<file path="config.mk">
export PLATFORM = sky130hd
export DESIGN_NAME = enemy_wave
export DESIGN_NICKNAME = d
export VERILOG_FILES = /design/src/rtl/game_pkg.sv /design/src/rtl/enemy_sprite_hit.sv /design/src/rtl/enemy_wave.sv
export SDC_FILE = /design/constraint.sdc
export NUM_CORES = 1
export LEC_CHECK = 0
export CAP_MARGIN = 20
export CORE_UTILIZATION = 55
export DETAILED_ROUTE_END_ITERATION = 10
export DONT_BUFFER_PORTS = 1
export HOLD_SLACK_MARGIN = 0.03
export PLACE_DENSITY = 0.72
export REMOVE_ABC_BUFFERS = 1
export SLEW_MARGIN = 10
export SYNTH_ARGS = -nofsm -noshare
export SYNTH_HDL_FRONTEND = slang
export SYNTH_SLANG_ARGS = --single-unit
</file>
<file path="constraint.sdc">
create_clock -name clk -period 6.4 [get_ports clk]
set_input_delay 0.64 -clock clk [delete_from_list [all_inputs] [get_ports clk]]
set_output_delay 0.64 -clock clk [all_outputs]
set_load 0.02 [all_outputs]
</file>
<file path="src/rtl/game_pkg.sv">
// Shared screen geometry, enemy constants, colours and FSM encoding for the
// enemy side of the game.
package game_pkg;

    localparam int N_W      = 5;
    localparam int W_SIZE   = 16;
    localparam int R_SIZE   = 24;
    localparam int SPACING  = 96;
    localparam int H_START  = 144;
    localparam int H_END    = 784;
    localparam int V_START  = 31;
    localparam int V_END    = 511;
    localparam int FORM_X0  = 176;
    localparam int FORM_Y0  = 79;
    localparam int R_Y      = 39;
    localparam int DROP     = 8;
    localparam int BREACH_Y = 440;
    localparam int RESPAWN  = 120;

    localparam logic [7:0] RGB_WHITE = 8'hFF;
    localparam logic [7:0] RGB_RED   = 8'hE0;
    localparam logic [7:0] RGB_BLACK = 8'h00;

    typedef enum logic [2:0] {
        ST_IDLE,
        ST_SPAWN,
        ST_MARCH,
        ST_CLEARED,
        ST_HALT
    } state_e;

    // Points for one cycle of kills: 1 per white, 3 for red, capped at 3.
    function automatic logic [1:0] kill_points(input logic [N_W-1:0] kills_w,
                                               input logic kill_r);
        int sum;
        sum = kill_r ? 3 : 0;
        for (int i = 0; i < N_W; i++) begin
            sum += int'(kills_w[i]);
        end
        return (sum > 3) ? 2'd3 : 2'(sum);
    endfunction

endpackage

</file>
<file path="src/rtl/enemy_sprite_hit.sv">
// Square sprite overlap test: is the scan pixel inside [pos, pos+size) on both
// axes of an active sprite.
module enemy_sprite_hit (
    input  logic [9:0]  x_i,
    input  logic [9:0]  y_i,
    input  logic [10:0] pos_x_i,
    input  logic [10:0] pos_y_i,
    input  logic [5:0]  size_i,
    input  logic        active_i,
    output logic        on_o
);

    logic [10:0] x_ext;
    logic [10:0] y_ext;
    logic [10:0] size_ext;

    assign x_ext    = {1'b0, x_i};
    assign y_ext    = {1'b0, y_i};
    assign size_ext = {5'b0, size_i};

    assign on_o = active_i
               && (x_ext >= pos_x_i) && (x_ext < pos_x_i + size_ext)
               && (y_ext >= pos_y_i) && (y_ext < pos_y_i + size_ext);

endmodule

</file>
<file path="src/rtl/enemy_wave.sv">
// Enemy wave controller: a marching five-enemy white formation plus a bouncing
// red enemy, with hit scoring, wave-clear and breach detection.
module enemy_wave
    import game_pkg::*;
(
    input  logic           clk,
    input  logic           rst,
    input  logic           frame_tick,
    input  logic           pause,
    input  logic           game_start_on,
    input  logic           game_over_on,
    input  logic [9:0]     x,
    input  logic [9:0]     y,
    input  logic [N_W-1:0] hit_w_enemy,
    input  logic           hit_r_enemy,
    output logic [N_W-1:0] e_w_on,
    output logic           e_r_on,
    output logic [N_W-1:0] e_w_active,
    output logic           e_r_active,
    output logic [1:0]     score_pulse,
    output logic           wave_clear,
    output logic           breach,
    output logic [2:0]     wave_num,
    output logic [7:0]     rgb
);

    localparam logic [10:0] H_START_11   = 11'(H_START);
    localparam logic [10:0] H_END_11     = 11'(H_END);
    localparam logic [10:0] FORM_SPAN_11 = 11'((N_W - 1) * SPACING + W_SIZE);
    localparam logic [10:0] R_MAX_11     = 11'(H_END - R_SIZE);
    localparam logic [10:0] BREACH_Y_11  = 11'(BREACH_Y);
    localparam logic [10:0] W_SIZE_11    = 11'(W_SIZE);

    state_e         state_q, state_d;
    logic [N_W-1:0] ew_act_q, ew_act_d;
    logic           er_act_q, er_act_d;
    logic [9:0]     fx_q, fx_d;
    logic [9:0]     fy_q, fy_d;
    logic           dir_q, dir_d;       // 1 = moving left
    logic [9:0]     rx_q, rx_d;
    logic           rdir_q, rdir_d;     // 1 = moving left
    logic [6:0]     timer_q, timer_d;
    logic [2:0]     wave_q, wave_d;
    logic [1:0]     score_q, score_d;
    logic           clear_q, clear_d;
    logic           breach_q, breach_d;

    logic [N_W-1:0] kills_w;
    logic           kill_r;
    logic           move;
    logic [3:0]     step;
    logic [4:0]     rstep;

    assign kills_w = hit_w_enemy & ew_act_q;
    assign kill_r  = hit_r_enemy & er_act_q;
    assign move    = frame_tick & ~pause;
    assign step    = {1'b0, wave_q} + 4'd1;
    assign rstep   = {step, 1'b0};

    always_ff @(posedge clk) begin
        if (rst) begin
            state_q  <= ST_IDLE;
            ew_act_q <= '0;
            er_act_q <= 1'b0;
            fx_q     <= 10'(FORM_X0);
            fy_q     <= 10'(FORM_Y0);
            dir_q    <= 1'b0;
            rx_q     <= 10'(H_START);
            rdir_q   <= 1'b0;
            timer_q  <= '0;
            wave_q   <= '0;
            score_q  <= '0;
            clear_q  <= 1'b0;
            breach_q <= 1'b0;
        end else begin
            state_q  <= state_d;
            ew_act_q <= ew_act_d;
            er_act_q <= er_act_d;
            fx_q     <= fx_d;
            fy_q     <= fy_d;
            dir_q    <= dir_d;
            rx_q     <= rx_d;
            rdir_q   <= rdir_d;
            timer_q  <= timer_d;
            wave_q   <= wave_d;
            score_q  <= score_d;
            clear_q  <= clear_d;
            breach_q <= breach_d;
        end
    end

    always_comb begin
        state_d  = state_q;
        ew_act_d = ew_act_q;
        er_act_d = er_act_q;
        fx_d     = fx_q;
        fy_d     = fy_q;
        dir_d    = dir_q;
        rx_d     = rx_q;
        rdir_d   = rdir_q;
        timer_d  = timer_q;
        wave_d   = wave_q;
        score_d  = '0;
        clear_d  = 1'b0;
        breach_d = 1'b0;

        if (game_over_on && (state_q != ST_IDLE)) begin
            state_d = ST_HALT;
        end else begin
            case (state_q)
                ST_IDLE: begin
                    if (game_start_on) state_d = ST_SPAWN;
                end
                ST_SPAWN: begin
                    fx_d     = 10'(FORM_X0);
                    fy_d     = 10'(FORM_Y0);
                    dir_d    = 1'b0;
                    ew_act_d = '1;
                    er_act_d = 1'b1;
                    rx_d     = 10'(H_START);
                    rdir_d   = 1'b0;
                    timer_d  = '0;
                    state_d  = ST_MARCH;
                end
                ST_MARCH: begin
                    ew_act_d = ew_act_q & ~kills_w;
                    score_d  = kill_points(kills_w, kill_r);
                    if (kill_r) begin
                        er_act_d = 1'b0;
                        timer_d  = 7'(RESPAWN);
                    end
                    if (move) begin
                        // An edge bounce drops the formation instead of stepping it.
                        if (!dir_q) begin
                            if ({1'b0, fx_q} + FORM_SPAN_11 + {7'b0, step} > H_END_11) begin
                                dir_d = 1'b1;
                                fy_d  = fy_q + 10'(DROP);
                            end else begin
                                fx_d = fx_q + {6'b0, step};
                            end
                        end else begin
                            if ({1'b0, fx_q} - {7'b0, step} < H_START_11) begin
                                dir_d = 1'b0;
                                fy_d  = fy_q + 10'(DROP);
                            end else begin
                                fx_d = fx_q - {6'b0, step};
                            end
                        end

                        if (!er_act_q) begin
                            if (timer_q <= 7'd1) begin
                                er_act_d = 1'b1;
                                rx_d     = 10'(H_START);
                                rdir_d   = 1'b0;
                                timer_d  = '0;
                            end else begin
                                timer_d = timer_q - 7'd1;
                            end
                        end else if (!kill_r) begin
                            if (!rdir_q) begin
                                if ({1'b0, rx_q} + {6'b0, rstep} > R_MAX_11) rdir_d = 1'b1;
                                else rx_d = rx_q + {5'b0, rstep};
                            end else begin
                                if ({1'b0, rx_q} - {6'b0, rstep} < H_START_11) rdir_d = 1'b0;
                                else rx_d = rx_q - {5'b0, rstep};
                            end
                        end
                    end

                    // Killing the last white enemy outranks a simultaneous breach.
                    if (ew_act_d == '0) begin
                        state_d = ST_CLEARED;
                        clear_d = 1'b1;
                        if (wave_q != 3'd7) wave_d = wave_q + 3'd1;
                    end else if ({1'b0, fy_d} + W_SIZE_11 >= BREACH_Y_11) begin
                        state_d  = ST_HALT;
                        breach_d = 1'b1;
                    end
                end
                ST_CLEARED: begin
                    if (frame_tick) state_d = ST_SPAWN;
                end
                ST_HALT: begin
                    if (game_start_on) state_d = ST_SPAWN;
                end
                default: state_d = ST_IDLE;
            endcase
        end
    end

    genvar gi;
    generate
        for (gi = 0; gi < N_W; gi++) begin : g_white
            enemy_sprite_hit u_white_hit (
                .x_i      (x),
                .y_i      (y),
                .pos_x_i  ({1'b0, fx_q} + 11'(gi * SPACING)),
                .pos_y_i  ({1'b0, fy_q}),
                .size_i   (6'(W_SIZE)),
                .active_i (ew_act_q[gi]),
                .on_o     (e_w_on[gi])
            );
        end
    endgenerate

    enemy_sprite_hit u_red_hit (
        .x_i      (x),
        .y_i      (y),
        .pos_x_i  ({1'b0, rx_q}),
        .pos_y_i  (11'(R_Y)),
        .size_i   (6'(R_SIZE)),
        .active_i (er_act_q),
        .on_o     (e_r_on)
    );

    assign rgb = e_r_on    ? RGB_RED   :
                 (|e_w_on) ? RGB_WHITE : RGB_BLACK;

    assign e_w_active  = ew_act_q;
    assign e_r_active  = er_act_q;
    assign score_pulse = score_q;
    assign wave_clear  = clear_q;
    assign breach      = breach_q;
    assign wave_num    = wave_q;

endmodule
</file>
==> metrics.md <==
| Metric | Value |
|---|---|
| Cell count after synthesis | 969 |
| CTS sink count | 52 |
| Slowest CP cell | dfxtp_1 |
| Max VDD drop | 0.000140 V |
| Final Setup Violations | 0 |
| Post-CTS Hold Buffers | 0 |
| Clock Skews | 9.24 ps |
| Layout area overhead | 2.76% |
| Synth top area cells | ha_1 24%, dfxtp_1 14%, xnor2_1 5.2% |
| Post-route ant nets | 0 |
| Cells after DPL | 1,108 |
| Kind of critical path | reg2reg |
| Worst setup EP type | flip-flop |
| Synth warn | 0 |
| Longest Clk Path Bufs | 2 |
| Skew-Pair Late Insertion Delay | 320 ps |
| Worst Hold Class | in2reg |
| All-Layer GR Usage | 26.8% |
| Worst Setup SP | wave_num[0] |
| Post-synthesis sequential area ratio | 14.1% |
| Main synth FF type | dfxtp_1 |
| Max_cap viols | 0 |
| Vias in the first global route | 6,175 |
| CTS tree | done |
| Pleak | 3.25 nW |
| Post-synth EDFFs | 0 |
| Yosys top cell by area | ha_1 |
| Port bufs | 0 |
| Total grt overflow | 0 |
| Die Wd | 118 um |
| Fin Hold WS | 384 ps |
| # DRC | 0 |
| Share of cells above drive strength 1 | 3.61% |
| # diodes | 0 |
| Routability cong. | 0.878 |
| Synth Area in Adders | 25.9% |
| First-pass GRT wire length | 30.5 mm |
| Num CTS Buffers | 5 |
| Root buffer cell | clkbuf_16 |
| Post-synthesis simple-gate area fraction | 19.4% |
| Setup TNS | 0 ps |
| Status | finished clean |
| Layout net count | 1,121 |
| Slew @ Worst Pin | 983 ps |
| Flops & latches, synth | 52 |
| Largest net degree at the start of global routing | 53 |
| WP buf/inv | 1 |
| Total power | 0.927 mW |
| Worst EP required | 6610 ps |
| Cell Rows | 42 |
| Final cell count without fillers | 1,117 |
| Critical path peak fanout | 8 |
| PwrDens | 122 nW/um^2 |
| H-tree depth | 2 |
| Wirelength per Cell | 16.5 um |
| Via count | 6,698 |
| Crit-path leading delay family | compound AO/OA/AOI/OAI gates |
| Core area | 13,200 sq um |
| Total wire length | 18.4 mm |
| Pre-Repair DR Iteration Count | 5 |
| Flop2flop setup slack | 1120 ps |
| Distinct cells, synth | 74 |
| Cells on worst reg2reg path | 19 |
| DIE AREA | 13,900 sq um |
| Cts repair resizes | 0 |
| Hold path startpoint | rst |
| Slowest stage delay, CP | 590 ps |
| First DRT Iteration DRCs | 501 |
| Main combinational cell family by area after synthesis | adder cells |
| Netlist Area Pre-Place | 7400 sq um |
| Initial Utilization | 56.1% |
| Max_slew headroom | 33.9% |
| Critical Path End | state_q[1] |
| Final hold vios | 0 |
| Reg clk slew, reported paths | 80 ps |
| Critical Path Source Type | flip-flop |
| Proportion of synthesized area in mux cells | 1.49% |
| DP HPWL | 14.5 mm |
| Die Ht | 118 um |
| FF-to-FF End | state_q[1] |
| R2r startpoint | wave_num[0] |
| CP cell instances | ha_1 -> ha_1 -> ha_1 -> o21ai_0 -> or4_1 -> o211a_1 -> a211oi_1 -> a211o_2 -> nand2_1 -> mux2i_1 -> inv_1 -> ha_1 -> xor2_1 -> nand2b_1 -> o21ai_0 -> mux2i_1 -> a211oi_1 -> o22a_1 -> o31a_1 |
| CP Depth | 19 |
| Fill count | 1,246 |
| Crit path top cell by count | ha_1 |
| Worst EP arrival | 5490 ps |
| RSZ-0062 raised after global routing | false |
| Ports | 59 |
| Post-synth ARST share | 0% |
| Initial antenna violation count | 0 |
| Syn Area/Cell | 7.63 sq um |
| Tcrit/Tclk final | 82.5% |
| Count of final max-slew check failures | 0 |
| DR vias/cell | 6.00 |
| Postcts setup bufs | 0 |
| Synth top area share | 24.0% |
| Xor/xnor cell area share of the yosys netlist | 6.99% |
| Final min period | 5280 ps |
| Compound-Gate Fraction of Synth Area | 24.7% |
| Max frequency | 189 MHz |
==> final cells by class <==
class                           count  area, sq um  share of cell area (%)
Inverter                           82          308                    4.05
Clock inverter                      3         28.8                   0.379
Clock buffer                        5          125                    1.65
Tap cell                          176          220                    2.90
Multi-Input combinational cell    790         5810                    76.4
Timing Repair Buffer                9         67.6                   0.889
Sequential cell                    52         1040                    13.7
==> registers in the layout (all words and copies together), names as in the netlist <==
name	flops
e_w_active	5
breach	1
timer_q	7
e_r_active	1
fx_q	10
fy_q	8
wave_num	3
state_q	3
wave_clear	1
rdir_q	1
rx_q	9
dir_q	1
score_pulse	2
==> routing by layer <==
layer / vias up / track usage [%] / wire [um]
met4: 0 / 5.93 / 183
li1: 3416 / - / -
met5: - / 0 / 0
met1: 3079 / 37.5 / 8930
met2: 190 / 42.9 / 8180
met3: 13 / 4.46 / 1110
==> worst min-delay path by stage <==
| stage | to | slack (ps) | cells after the start |
|---|---|---|---|
| detailed placement | fy_q[1] | 490 | 1 |
| finish | fy_q[9] | 380 | 1 |
| floorplan | fy_q[1] | 440 | 1 |
| global placement | fy_q[1] | 490 | 1 |
| CTS | timer_q[6] | 390 | 1 |
| global route | fy_q[9] | 370 | 1 |
==> Yosys cell counts, types with 12 or more instances <==
cell      number
nor2_1        77
nor3_1        27
ha_1         142
nand3_1       24
nand2_1       70
a21oi_1       72
buf_4         16
xor2_1        15
xnor2_1       44
a21boi_0      12
o22ai_1       12
dfxtp_1       52
inv_1         81
nand2b_1      18
clkbuf_1      22
o21a_1        16
a211oi_1      17
nor2b_1       16
o21ai_0       60
==> cells by family after synthesis <==
kind of cell	count (synthesis)
simple gates	291
compound gates	280
xor+xnor	59
buf+inv	127
fa+ha+maj	149
mux	11
flops	52
==> worst reg2reg max path: cells and delay by family (launching register included) <==
family	cells	cell delay (ps)
DFF	1	590
AOI/OAI and AO/OA	8	1580
buffers and inverters	1	90
xor gates and xnor gates	1	220
muxes	2	470
and+or+nand+nor	3	880
adders and majority gates	4	1370
==> cell usage in the layout, fill, tap and decap left out, types with 4 or more instances in the layout <==
cell and instances:
a211oi_1 17, a21boi_0 12, a21o_1 10, a21oi_1 71, a22oi_1 7, a31oi_1 7, and2_1 5, and3_1 9
buf_4 9, clkbuf_16 5, dfxtp_1 52, fa_1 7, ha_1 142, inv_1 81, mux2i_1 11, nand2_1 70
nand2b_1 18, nand3_1 24, nand4_1 6, nor2_1 77, nor2b_1 16, nor3_1 27, nor4_1 6, o2111ai_1 4
o211ai_1 11, o21a_1 16, o21ai_0 60, o21bai_1 9, o22ai_1 12, o311ai_0 4, o31ai_1 4, or2_2 4
or3_1 10, or4_1 5, xnor2_1 44, xor2_1 15
==> stage by stage <==
| stage | cell area, sq um | worst slack [ps] | util, % |
|---|---|---|---|
| floorplan | 7150 | 775 | - |
| global placement | 7440 | 1370 | 56.4 |
| detailed placement | 7440 | 1240 | 56.4 |
| CTS | 7590 | 1210 | 57.6 |
| global route | 7600 | 694 | 57.6 |
| finish | 7600 | 1120 | 57.6 |
==> power by group <==
group          switching (mW)  internal, mW
sequential             0.0284         0.336
clock                   0.147         0.151
combinational           0.162         0.103
total                   0.337         0.590
Note: power is estimated with default switching activity, not from simulation.
